[src/rtl/log2_code_packer_pkg.sv]
// Shared types and helpers for the log2 code packer: FSM states, code width
// and the signed-value to log2-magnitude-code function.
package log2_code_packer_pkg;

    typedef enum logic [0:0] {
        FILL = 1'b0,
        HOLD = 1'b1
    } pk_state_e;

    typedef struct packed {
        logic [4:0] code;
        logic       zero;
    } log2_code_t;

    function automatic int code_width(input int bit_width);
        return $clog2(bit_width);
    endfunction

    // Magnitude saturates to the largest positive value, so the most negative input
    // encodes like the most positive one.
    function automatic log2_code_t log2_code(input logic signed [31:0] value,
                                             input int bit_width);
        log2_code_t r;
        logic [31:0] mag;
        logic [31:0] sat;
        sat = (32'd1 << (bit_width - 1)) - 32'd1;
        mag = value[31] ? $unsigned(-value) : $unsigned(value);
        if (mag > sat) begin
            mag = sat;
        end
        r.code = '0;
        for (int i = 0; i < 32; i++) begin
            if (mag[i]) begin
                r.code = 5'(i);
            end
        end
        r.zero = (value == 0);
        return r;
    endfunction

endpackage

[src/rtl/log2_code_packer_if.sv]
// Beat input, packed-vector output and accumulator strobes of the log2 code packer.
interface log2_code_packer_if
    import log2_code_packer_pkg::*;
#(
    parameter int COLS       = 16,
    parameter int LANES      = 4,
    parameter int BIT_WIDTH  = 8,
    parameter int CODE_WIDTH = code_width(BIT_WIDTH)
);
    logic                                in_4x4_mode;
    logic                                in_valid;
    logic                                in_ready;
    logic [LANES-1:0][BIT_WIDTH-1:0]     in_data;
    logic                                in_last;
    logic                                out_valid;
    logic                                out_ready;
    logic [COLS-1:0][CODE_WIDTH-1:0]     out_codes;
    logic [COLS-1:0]                     out_zero_mask;
    logic                                out_last;
    logic                                acc_enable;
    logic                                acc_clear;

    modport master (
        output in_4x4_mode, in_valid, in_data, in_last, out_ready,
        input  in_ready, out_valid, out_codes, out_zero_mask, out_last,
               acc_enable, acc_clear
    );

    modport slave (
        input  in_4x4_mode, in_valid, in_data, in_last, out_ready,
        output in_ready, out_valid, out_codes, out_zero_mask, out_last,
               acc_enable, acc_clear
    );
endinterface

[src/rtl/log2_code_packer_lane_encoder.sv]
// Combinational encoder for one signed lane value: log2 magnitude code and zero flag.
module log2_lane_encoder
    import log2_code_packer_pkg::*;
#(
    parameter  int BIT_WIDTH  = 8,
    localparam int CODE_WIDTH = code_width(BIT_WIDTH)
) (
    input  logic signed [BIT_WIDTH-1:0]  value_i,
    output logic        [CODE_WIDTH-1:0] code_o,
    output logic                         zero_o
);
    log2_code_t enc;

    always_comb begin
        enc    = log2_code({{(32-BIT_WIDTH){value_i[BIT_WIDTH-1]}}, value_i}, BIT_WIDTH);
        code_o = CODE_WIDTH'(enc.code);
        zero_o = enc.zero;
    end
endmodule

[src/rtl/log2_code_packer.sv]
// Packs LANES-wide beats of log2 codes into COLS (or SUB_COLS) wide vectors and
// drives the enable/clear strobes of the downstream squared-log2 accumulator.
//
//   state | meaning
//   FILL  | accepting beats, writing codes into slots at beat_idx*LANES
//   HOLD  | vector presented on out_*, waiting for out_ready
module log2_code_packer
    import log2_code_packer_pkg::*;
#(
    parameter int COLS      = 16,
    parameter int SUB_COLS  = 4,
    parameter int BIT_WIDTH = 8,
    parameter int LANES     = 4
) (
    input  logic             clk,
    input  logic             rst,
    log2_code_packer_if.slave bus
);
    localparam int CODE_WIDTH = code_width(BIT_WIDTH);
    localparam int NB_FULL    = COLS / LANES;
    localparam int NB_SUB     = SUB_COLS / LANES;
    localparam int BEAT_W     = (NB_FULL > 1) ? $clog2(NB_FULL) : 1;

    pk_state_e                       state_q, state_d;
    logic [BEAT_W-1:0]               beat_idx_q, beat_idx_d;
    logic                            mode_q, mode_d;
    logic [COLS-1:0][CODE_WIDTH-1:0] codes_q, codes_d;
    logic [COLS-1:0]                 mask_q, mask_d;
    logic                            last_q, last_d;
    logic                            acc_clear_q, acc_clear_d;

    logic [LANES-1:0][CODE_WIDTH-1:0] enc_code;
    logic [LANES-1:0]                 enc_zero;

    logic in_ready, out_valid, accept, handshake, mode_eff, last_beat;

    for (genvar l = 0; l < LANES; l++) begin : g_lane
        log2_lane_encoder #(.BIT_WIDTH(BIT_WIDTH)) u_enc (
            .value_i (bus.in_data[l]),
            .code_o  (enc_code[l]),
            .zero_o  (enc_zero[l])
        );
    end

    // Both handshake sides are gated by rst so a held vector is dropped without acc_enable.
    assign in_ready  = (state_q == FILL) && !rst;
    assign out_valid = (state_q == HOLD) && !rst;
    assign accept    = bus.in_valid && in_ready;
    assign handshake = out_valid && bus.out_ready;
    assign mode_eff  = (beat_idx_q == '0) ? bus.in_4x4_mode : mode_q;
    assign last_beat = (int'(beat_idx_q) == ((mode_eff ? NB_SUB : NB_FULL) - 1));

    always_comb begin
        state_d     = state_q;
        beat_idx_d  = beat_idx_q;
        mode_d      = mode_q;
        codes_d     = codes_q;
        mask_d      = mask_q;
        last_d      = last_q;
        acc_clear_d = handshake && last_q;
        case (state_q)
            FILL: begin
                if (accept) begin
                    if (beat_idx_q == '0) begin
                        mode_d = bus.in_4x4_mode;
                    end
                    for (int c = 0; c < COLS; c++) begin
                        if ((c / LANES) == int'(beat_idx_q)) begin
                            codes_d[c] = enc_code[c % LANES];
                            mask_d[c]  = enc_zero[c % LANES];
                        end
                    end
                    beat_idx_d = beat_idx_q + 1'b1;
                    if (last_beat || bus.in_last) begin
                        state_d = HOLD;
                        last_d  = bus.in_last;
                    end
                end
            end
            HOLD: begin
                // Slots are left cleared (code 0, mask 1), so unwritten columns of the
                // next vector come out already padded.
                if (handshake) begin
                    state_d    = FILL;
                    beat_idx_d = '0;
                    codes_d    = '0;
                    mask_d     = '1;
                    last_d     = 1'b0;
                end
            end
            default: state_d = FILL;
        endcase
    end

    always_ff @(posedge clk) begin
        if (rst) begin
            state_q     <= FILL;
            beat_idx_q  <= '0;
            mode_q      <= 1'b0;
            codes_q     <= '0;
            mask_q      <= '1;
            last_q      <= 1'b0;
            acc_clear_q <= 1'b0;
        end else begin
            state_q     <= state_d;
            beat_idx_q  <= beat_idx_d;
            mode_q      <= mode_d;
            codes_q     <= codes_d;
            mask_q      <= mask_d;
            last_q      <= last_d;
            acc_clear_q <= acc_clear_d;
        end
    end

    assign bus.in_ready      = in_ready;
    assign bus.out_valid     = out_valid;
    assign bus.out_codes     = codes_q;
    assign bus.out_zero_mask = mask_q;
    assign bus.out_last      = last_q;
    assign bus.acc_enable    = handshake;
    assign bus.acc_clear     = acc_clear_q;
endmodule

[src/flat_wrapper.sv]
// flat-port wrapper written by rule: the top's interface ports become plain ports
module log2_code_packer_flat import log2_code_packer_pkg::*;
#(
    parameter int COLS      = 16,
    parameter int SUB_COLS  = 4,
    parameter int BIT_WIDTH = 8,
    parameter int LANES     = 4
)
  (clk, rst, bus_in_4x4_mode, bus_in_valid, bus_in_data, bus_in_last, bus_out_ready, bus_in_ready, bus_out_valid, bus_out_codes, bus_out_zero_mask, bus_out_last, bus_acc_enable, bus_acc_clear);
  log2_code_packer_if #(.COLS(COLS), .LANES(LANES), .BIT_WIDTH(BIT_WIDTH)) bus_i ();
  input  logic clk;
  input  logic rst;
  input wire logic [$bits(bus_i.in_4x4_mode)-1:0] bus_in_4x4_mode;
  input wire logic [$bits(bus_i.in_valid)-1:0] bus_in_valid;
  input wire logic [$bits(bus_i.in_data)-1:0] bus_in_data;
  input wire logic [$bits(bus_i.in_last)-1:0] bus_in_last;
  input wire logic [$bits(bus_i.out_ready)-1:0] bus_out_ready;
  output wire logic [$bits(bus_i.in_ready)-1:0] bus_in_ready;
  output wire logic [$bits(bus_i.out_valid)-1:0] bus_out_valid;
  output wire logic [$bits(bus_i.out_codes)-1:0] bus_out_codes;
  output wire logic [$bits(bus_i.out_zero_mask)-1:0] bus_out_zero_mask;
  output wire logic [$bits(bus_i.out_last)-1:0] bus_out_last;
  output wire logic [$bits(bus_i.acc_enable)-1:0] bus_acc_enable;
  output wire logic [$bits(bus_i.acc_clear)-1:0] bus_acc_clear;
  assign bus_i.in_4x4_mode = bus_in_4x4_mode;
  assign bus_i.in_valid = bus_in_valid;
  assign bus_i.in_data = bus_in_data;
  assign bus_i.in_last = bus_in_last;
  assign bus_i.out_ready = bus_out_ready;
  assign bus_in_ready = bus_i.in_ready;
  assign bus_out_valid = bus_i.out_valid;
  assign bus_out_codes = bus_i.out_codes;
  assign bus_out_zero_mask = bus_i.out_zero_mask;
  assign bus_out_last = bus_i.out_last;
  assign bus_acc_enable = bus_i.acc_enable;
  assign bus_acc_clear = bus_i.acc_clear;
  log2_code_packer #(.COLS(COLS), .SUB_COLS(SUB_COLS), .BIT_WIDTH(BIT_WIDTH), .LANES(LANES)) u_core (.clk(clk), .rst(rst), .bus(bus_i));
endmodule
[config.mk]
export PLATFORM = sky130hd
export DESIGN_NAME = log2_code_packer_flat
export DESIGN_NICKNAME = d
export VERILOG_FILES = /design/src/rtl/log2_code_packer_pkg.sv /design/src/rtl/log2_code_packer_if.sv /design/src/rtl/log2_code_packer_lane_encoder.sv /design/src/rtl/log2_code_packer.sv /design/src/flat_wrapper.sv
export SDC_FILE = /design/constraint.sdc
export NUM_CORES = 1
export LEC_CHECK = 0
export CAP_MARGIN = 5
export CORE_ASPECT_RATIO = 0.5
export CORE_MARGIN = 1.5
export CORE_UTILIZATION = 29
export DETAILED_ROUTE_END_ITERATION = 8
export GPL_TIMING_DRIVEN = 1
export SETUP_SLACK_MARGIN = 0.1
export SYNTH_ARGS = -nofsm -noshare
export SYNTH_HDL_FRONTEND = slang
export SYNTH_SLANG_ARGS = --single-unit
[constraint.sdc]
create_clock -name clk -period 2.5 [get_ports clk]
set_clock_uncertainty 0.1 [all_clocks]
set_input_delay 0.375 -clock clk [delete_from_list [all_inputs] [get_ports clk]]
set_output_delay 0.375 -clock clk [all_outputs]
set_load 0.02 [all_outputs]
Word level (Yosys, flattened, before mapping)
Index checks and enable logic that the tools add are counted.
{"block": "word_totals", "register_bits": 70, "in_bits": 38, "out_inout_bits": 69, "elab_cells": 250}
{"block": "classes", "add_sub_neg": 6, "order_cmp": 4, "eq_ne": 11, "mux": 183, "bitwise_logic": 1, "n_reduce_logical": 20}
{"op": "$mux 3", "count": 137}
{"op": "$mux 32", "count": 8}
{"op": "$gt 32x7->1 const B", "count": 4}
{"op": "$logic_not 32->1", "count": 4}
{"op": "$neg 8->32", "count": 4}
{"op": "$mux 48", "count": 2}
{"op": "$pmux 48 s2", "count": 1}
{"op": "$eq 3x32->1", "count": 1}
{"op": "$mux 16", "count": 2}
{"op": "$pmux 16 s2", "count": 1}
{"op": "$sub 32x2->32 const B", "count": 1}
{"op": "$mux 1", "count": 27}
{"op": "$reduce_and 3->1", "count": 5}
{"op": "$ne 2x2->1 const B", "count": 6}
{"op": "$logic_and 1x1->1", "count": 5}
{"op": "$eq 2x2->1 const A", "count": 2}
{"op": "$logic_not 2->1", "count": 2}
{"op": "$mux 2", "count": 2}
{"op": "$pmux 1 s2", "count": 2}
{"op": "$pmux 2 s2", "count": 1}
{"op": "$reduce_and 2->1", "count": 2}
{"op": "$add 2x1->2 const B", "count": 1}
{"op": "$eq 1x2->1 const A", "count": 1}
{"op": "$ne 2x1->1 const B", "count": 1}
{"op": "3 further kinds", "count": 3}

Longest topological paths before layout
{"block": "logic_depth", "depth_word": 38, "ltp_mapped": 8, "depth_no_buf": 7}

Cells and area by module
Synthesis repeated with hierarchy kept, for this count alone.
{"block": "unflattened", "cells_unflattened": 445, "hier_area_um2": 3970.1}
{"mod": "log2_code_packer", "instances": 1, "cells_each": 301, "area_each_um2": 2924.1, "seq_area_each_um2": 1401.3}
{"mod": "log2_lane_encoder", "instances": 4, "cells_each": 36, "area_each_um2": 261.5, "seq_area_each_um2": 0.0}

Least setup slack after synthesis
OpenSTA, ideal clock, no wires.
{"block": "synth_timing", "path_type": "input port to flip-flop", "start": "input port bus_in_data[8]", "end": "register u_core.codes_q, in the netlist u_core.bus.out_codes[4]", "setup_ns": 0.132, "arrival_ns": 1.831, "required_time_ns": 2.268, "setup_slack_ns": 0.437, "stages": 7, "n_path_buf": 0, "path_cell_list": "inv_1 -> ha_1 -> or3b_2 -> a211oi_1 -> a2111oi_4 -> a211oi_1 -> nor3_1"}
{"block": "synth_between", "elab_chain_cells": 37}
{"item": "from (decl)", "line_no": "flat_wrapper.sv:15", "source": "input wire logic [$bits(bus_i.in_data)-1:0] bus_in_data;"}
{"item": "$neg 8->32", "line_no": "log2_code_packer_pkg.sv:27", "source": "mag = value[31] ? $unsigned(-value) : $unsigned(value);"}
{"item": "$mux 32 *", "line_no": "log2_code_packer_pkg.sv:27"}
{"item": "$gt 32x7->1", "line_no": "log2_code_packer_pkg.sv:28", "source": "if (mag > sat) begin"}
{"item": "$mux 32 *", "line_no": "log2_code_packer_pkg.sv:28"}
{"item": "$mux 3 (29 in a row)", "line_no": "log2_code_packer_pkg.sv:33", "source": "if (mag[i]) begin"}
{"item": "$mux 3 *", "line_no": "log2_code_packer_pkg.sv:33"}
{"item": "$mux 3 *", "line_no": "log2_code_packer.sv:68", "source": "if ((c / LANES) == int'(beat_idx_q)) begin"}
{"item": "$mux 48 *", "line_no": "log2_code_packer.sv:63", "source": "if (accept) begin"}
{"item": "$pmux 48 s2 *", "line_no": "log2_code_packer.sv:61", "source": "case (state_q)"}
{"item": "to (signal assigned)", "line_no": "log2_code_packer.sv:108", "source": "codes_q <= codes_d;"}
{"item": "to (decl)", "line_no": "log2_code_packer.sv:27", "source": "logic [COLS-1:0][CODE_WIDTH-1:0] codes_q, codes_d;"}
Every way passes the cells marked *; elsewhere a longest branch is shown, timed or not. The select of a mux whose other input is x is not followed.
A chain may end at the register's enable or synchronous reset.

Worst setup path in the final report
{"block": "layout_timing", "start": "input port rst", "end": "output port bus_out_valid"}
{"block": "layout_between", "elab_chain_cells": 2}
{"item": "from (decl)", "line_no": "flat_wrapper.sv:12", "source": "input logic rst;"}
{"item": "$logic_not 1->1", "line_no": "log2_code_packer.sv:47", "source": "assign out_valid = (state_q == HOLD) && !rst;"}
{"item": "$logic_and 1x1->1", "line_no": "log2_code_packer.sv:47"}
{"item": "to (decl)", "line_no": "flat_wrapper.sv:19", "source": "output wire logic [$bits(bus_i.out_valid)-1:0] bus_out_valid;"}
No other way between the ends.

==> impl_results.md <==
* Max Buffers Root-to-Sink at 2
* DR vias at approximately 3800
* Grt ovf at 0
* Largest net degree at the start of global routing at 35
* IO buf count at 106
* Syn Std Cell Area at 0.00366 mm²
* Wire per inst at 14.9 µm
* Finished Cell Area at approximately 0.0055 mm²
* Post-Route WL at 11300 µm
* Fin. Hold Viols at 0
* Crit-path cells: clkdlybuf4s50_1 > nor2b_2 > buf_4 > clkdlybuf4s50_1
* MaxCap Viol Count at 0
* RSZ-0062 raised after global routing: no
* Antenna violations before repair at 0
* Clock Sinks at 70
* Clock Tree Root: clkbuf_16
* Multi-input logic area at 0.00212 mm²
* Main flop type after synthesis: dfxtp_1
* Hold Buf Count CTS at 0
* CTS tree: yes
* Global Route Usage Sum at 0.171
* Clk_lat worst skew at 0.32 ns
* Synth top area share at 0.383
* RD Place Congestion at 0.779
* H-tree levels at 3
* Async S/R FF share, synth at 0
* #FFs+latches synth at 70
* Setup Crit Path Kind: in -> out
* Post-DP HPWL at 8560 µm
* Slowest-stage cell, CP: clkdlybuf4s50_1
* Status: finished clean
* Initial DRC Count at 245
* Final-report max-slew violation count at 0
* Relative max-transition margin at 0.461
* Largest stage delay, worst path at approximately 0.6 ns
* Die area at 0.0134 mm²
* DR DRC count at 0
* Synth-to-layout area growth at 50.3%
* FF+latch area at 0.00140 mm²
* Row count at 28
* Synth warnings at 0
* Tmin final at approximately 2.3 ns
* Starting density of the core at 0.304
* Nets at 630
* Antenna Violating Nets Remaining at 0
* CP max FO at 5
* Worst EP required at 2.03 ns
* Peak supply drop at 0.375 mV
* Cells after Synth at approximately 440
* Die height at 82.5 µm
* Fmax at approximately 430 MHz
* Most frequent CP cell: clkdlybuf4s50_1
* Layout cells sized above 1 at 0.132
* Core area at 0.0121 mm²
* Number of global-route vias before repair at about 3500
* Tcrit/Tclk final at 0.928
* Clock Pin Slew Worst Setup and Hold Paths at 0.06 ns
* Synth unique cells at 60
* Sum Neg Setup Slack at 0 ns
* DRT Pass-1 Iters at 5
* Setup crit end kind: output pin
* Post-synthesis sequential area ratio at 0.383
* Worst path arrival time at about 1.9 ns
* N_diodes at 0
* Filler Cell Count at 1201
* Ranking of synthesized cells by area: dfxtp_1, a21oi_1, o21ai_0
* IO Pins at 107
* Hold Crit Class: reg -> reg
* Cell Pwr Density at 556 mW/mm²
* P_leak at 2.08 nW
* Post-synth EDFFs at 0
* Top Family by Delay on Critical Path: buffers and inverters
* Syn avg cell area at between 8 and 9 µm²
* Yosys top cell by area: dfxtp_1
* Placed instance area at 0.00522 mm²
* First-pass GRT wire length at 17900 µm
* Via density at 5.06
* # setup viols final at 0
* Worst Tran Pin Value at 0.808 ns
* Num CTS Buffers at 9
* Crit path buf inv count at 3
* Die X at 162 µm
* Worst setup SP type: input pin
* Syn nets at slightly below 500
[sequential cells by signal (all words and copies together), names as in the netlist]
name and count:
u_core.bus.out_zero_mask 16, u_core.bus.acc_clear 1, u_core.bus.out_last 1, u_core.bus.out_codes 48
u_core.beat_idx_q 2, u_core.mode_q 1, u_core.state_q 1
[final timing paths]
check	start	to	slack, ns	cells past startpoint
max	rst	bus_out_valid	0.18	4
min	u_core.bus.out_codes[42]	u_core.bus.out_codes[42]	0.36	2
max reg2reg	u_core.state_q	u_core.bus.out_codes[23]	0.60	5
min reg2reg	u_core.bus.out_codes[42]	u_core.bus.out_codes[42]	0.36	2
[layout make-up]
type | count | area share
Tap cell | 165 | 0.0375
Sequential cell | 70 | 0.255
Clock buffer | 11 | 0.0441
Multi-Input combinational cell | 328 | 0.385
Clock inverter | 5 | 0.00636
Inverter | 20 | 0.0136
Timing Repair Buffer | 155 | 0.259
[synthesized netlist by cell type, types with 8 or more instances]
library cell and instances:
a211oi_1 9, a31oi_1 10, a211o_1 16, o31ai_1 8, a21oi_1 34, ha_1 8
nor3_1 12, nand2b_1 10, clkbuf_1 16, a22o_1 16, dfxtp_1 70, o21ai_0 29
nor2_1 36, inv_1 20, nand2_1 37
[stage by stage]
stage          power (W)  utilization  std cells  setup WS (ns)  hold slack, ns
2_1_floorplan    0.00157            -        437          0.437           0.363
3_3_place_gp     0.00190        0.433        738         -0.131           0.341
3_5_place_dp     0.00190        0.433        738         -0.183           0.345
4_1_cts          0.00308        0.456        754          0.150           0.358
5_1_grt          0.00320        0.457        754          0.106           0.383
6_report         0.00306        0.457        754          0.179           0.359
[worst min-delay path: stages (launching register included)]
cell	delay (ns)
dfxtp_1	0.32
nand2_1	0.04
o21ai_0	0.06
[timing repair]
item,CTS,global route
setup buffers,0,0
endpoints found under the setup margin,2,13
gates cloned,0,0
gates resized for setup,2,4
pin swaps,0,1
[placed cells by master, fill, tap and decap left out, drive strengths merged, types with 3 or more instances in the layout]
cell,count
nor2b,4
o21ai,31
a31oi,10
nor4,3
or3,7
buf,49
and2,3
a21o,7
nand3,7
o22ai,4
xnor2,5
clkinv,4
nand3b,5
nand2,37
or3b,5
o31ai,8
a211o,16
clkbuf,11
a21oi,35
a211oi,10
nor3,13
a32o,4
dfxtp,70
nand2b,10
nor3b,5
inv,20
clkdlybuf4s50,104
a22o,16
mux2i,3
o311ai,3
a22oi,5
nor2,36
ha,8
[logic make-up (layout without fill, tap and decap cells)]
group | Yosys count | after routing | share of synthesized area
compound gates | 170 | 170 | 0.330
xor+xnor | 6 | 6 | 0.0143
fa+ha+maj | 8 | 8 | 0.0273
buf+inv | 39 | 191 | 0.0427
flops | 70 | 70 | 0.383
mux | 3 | 3 | 0.00820
simple gates | 141 | 141 | 0.195
[routing by layer]
metal  GRT usage  up-vias  part of all wire
met1       0.228     1801              0.49
met4      0.0550        0             0.012
met2       0.279       72              0.46
met5           0        -                 0
li1            -     1936                 -
met3      0.0370        9             0.038
[where the power goes]
group	internal, W	switching (W)
registers	0.00117	0.0000340
logic	0.000313	0.000361
clock network	0.000698	0.000484
total	0.00218	0.000879
(Power assumes the default switching activity.)
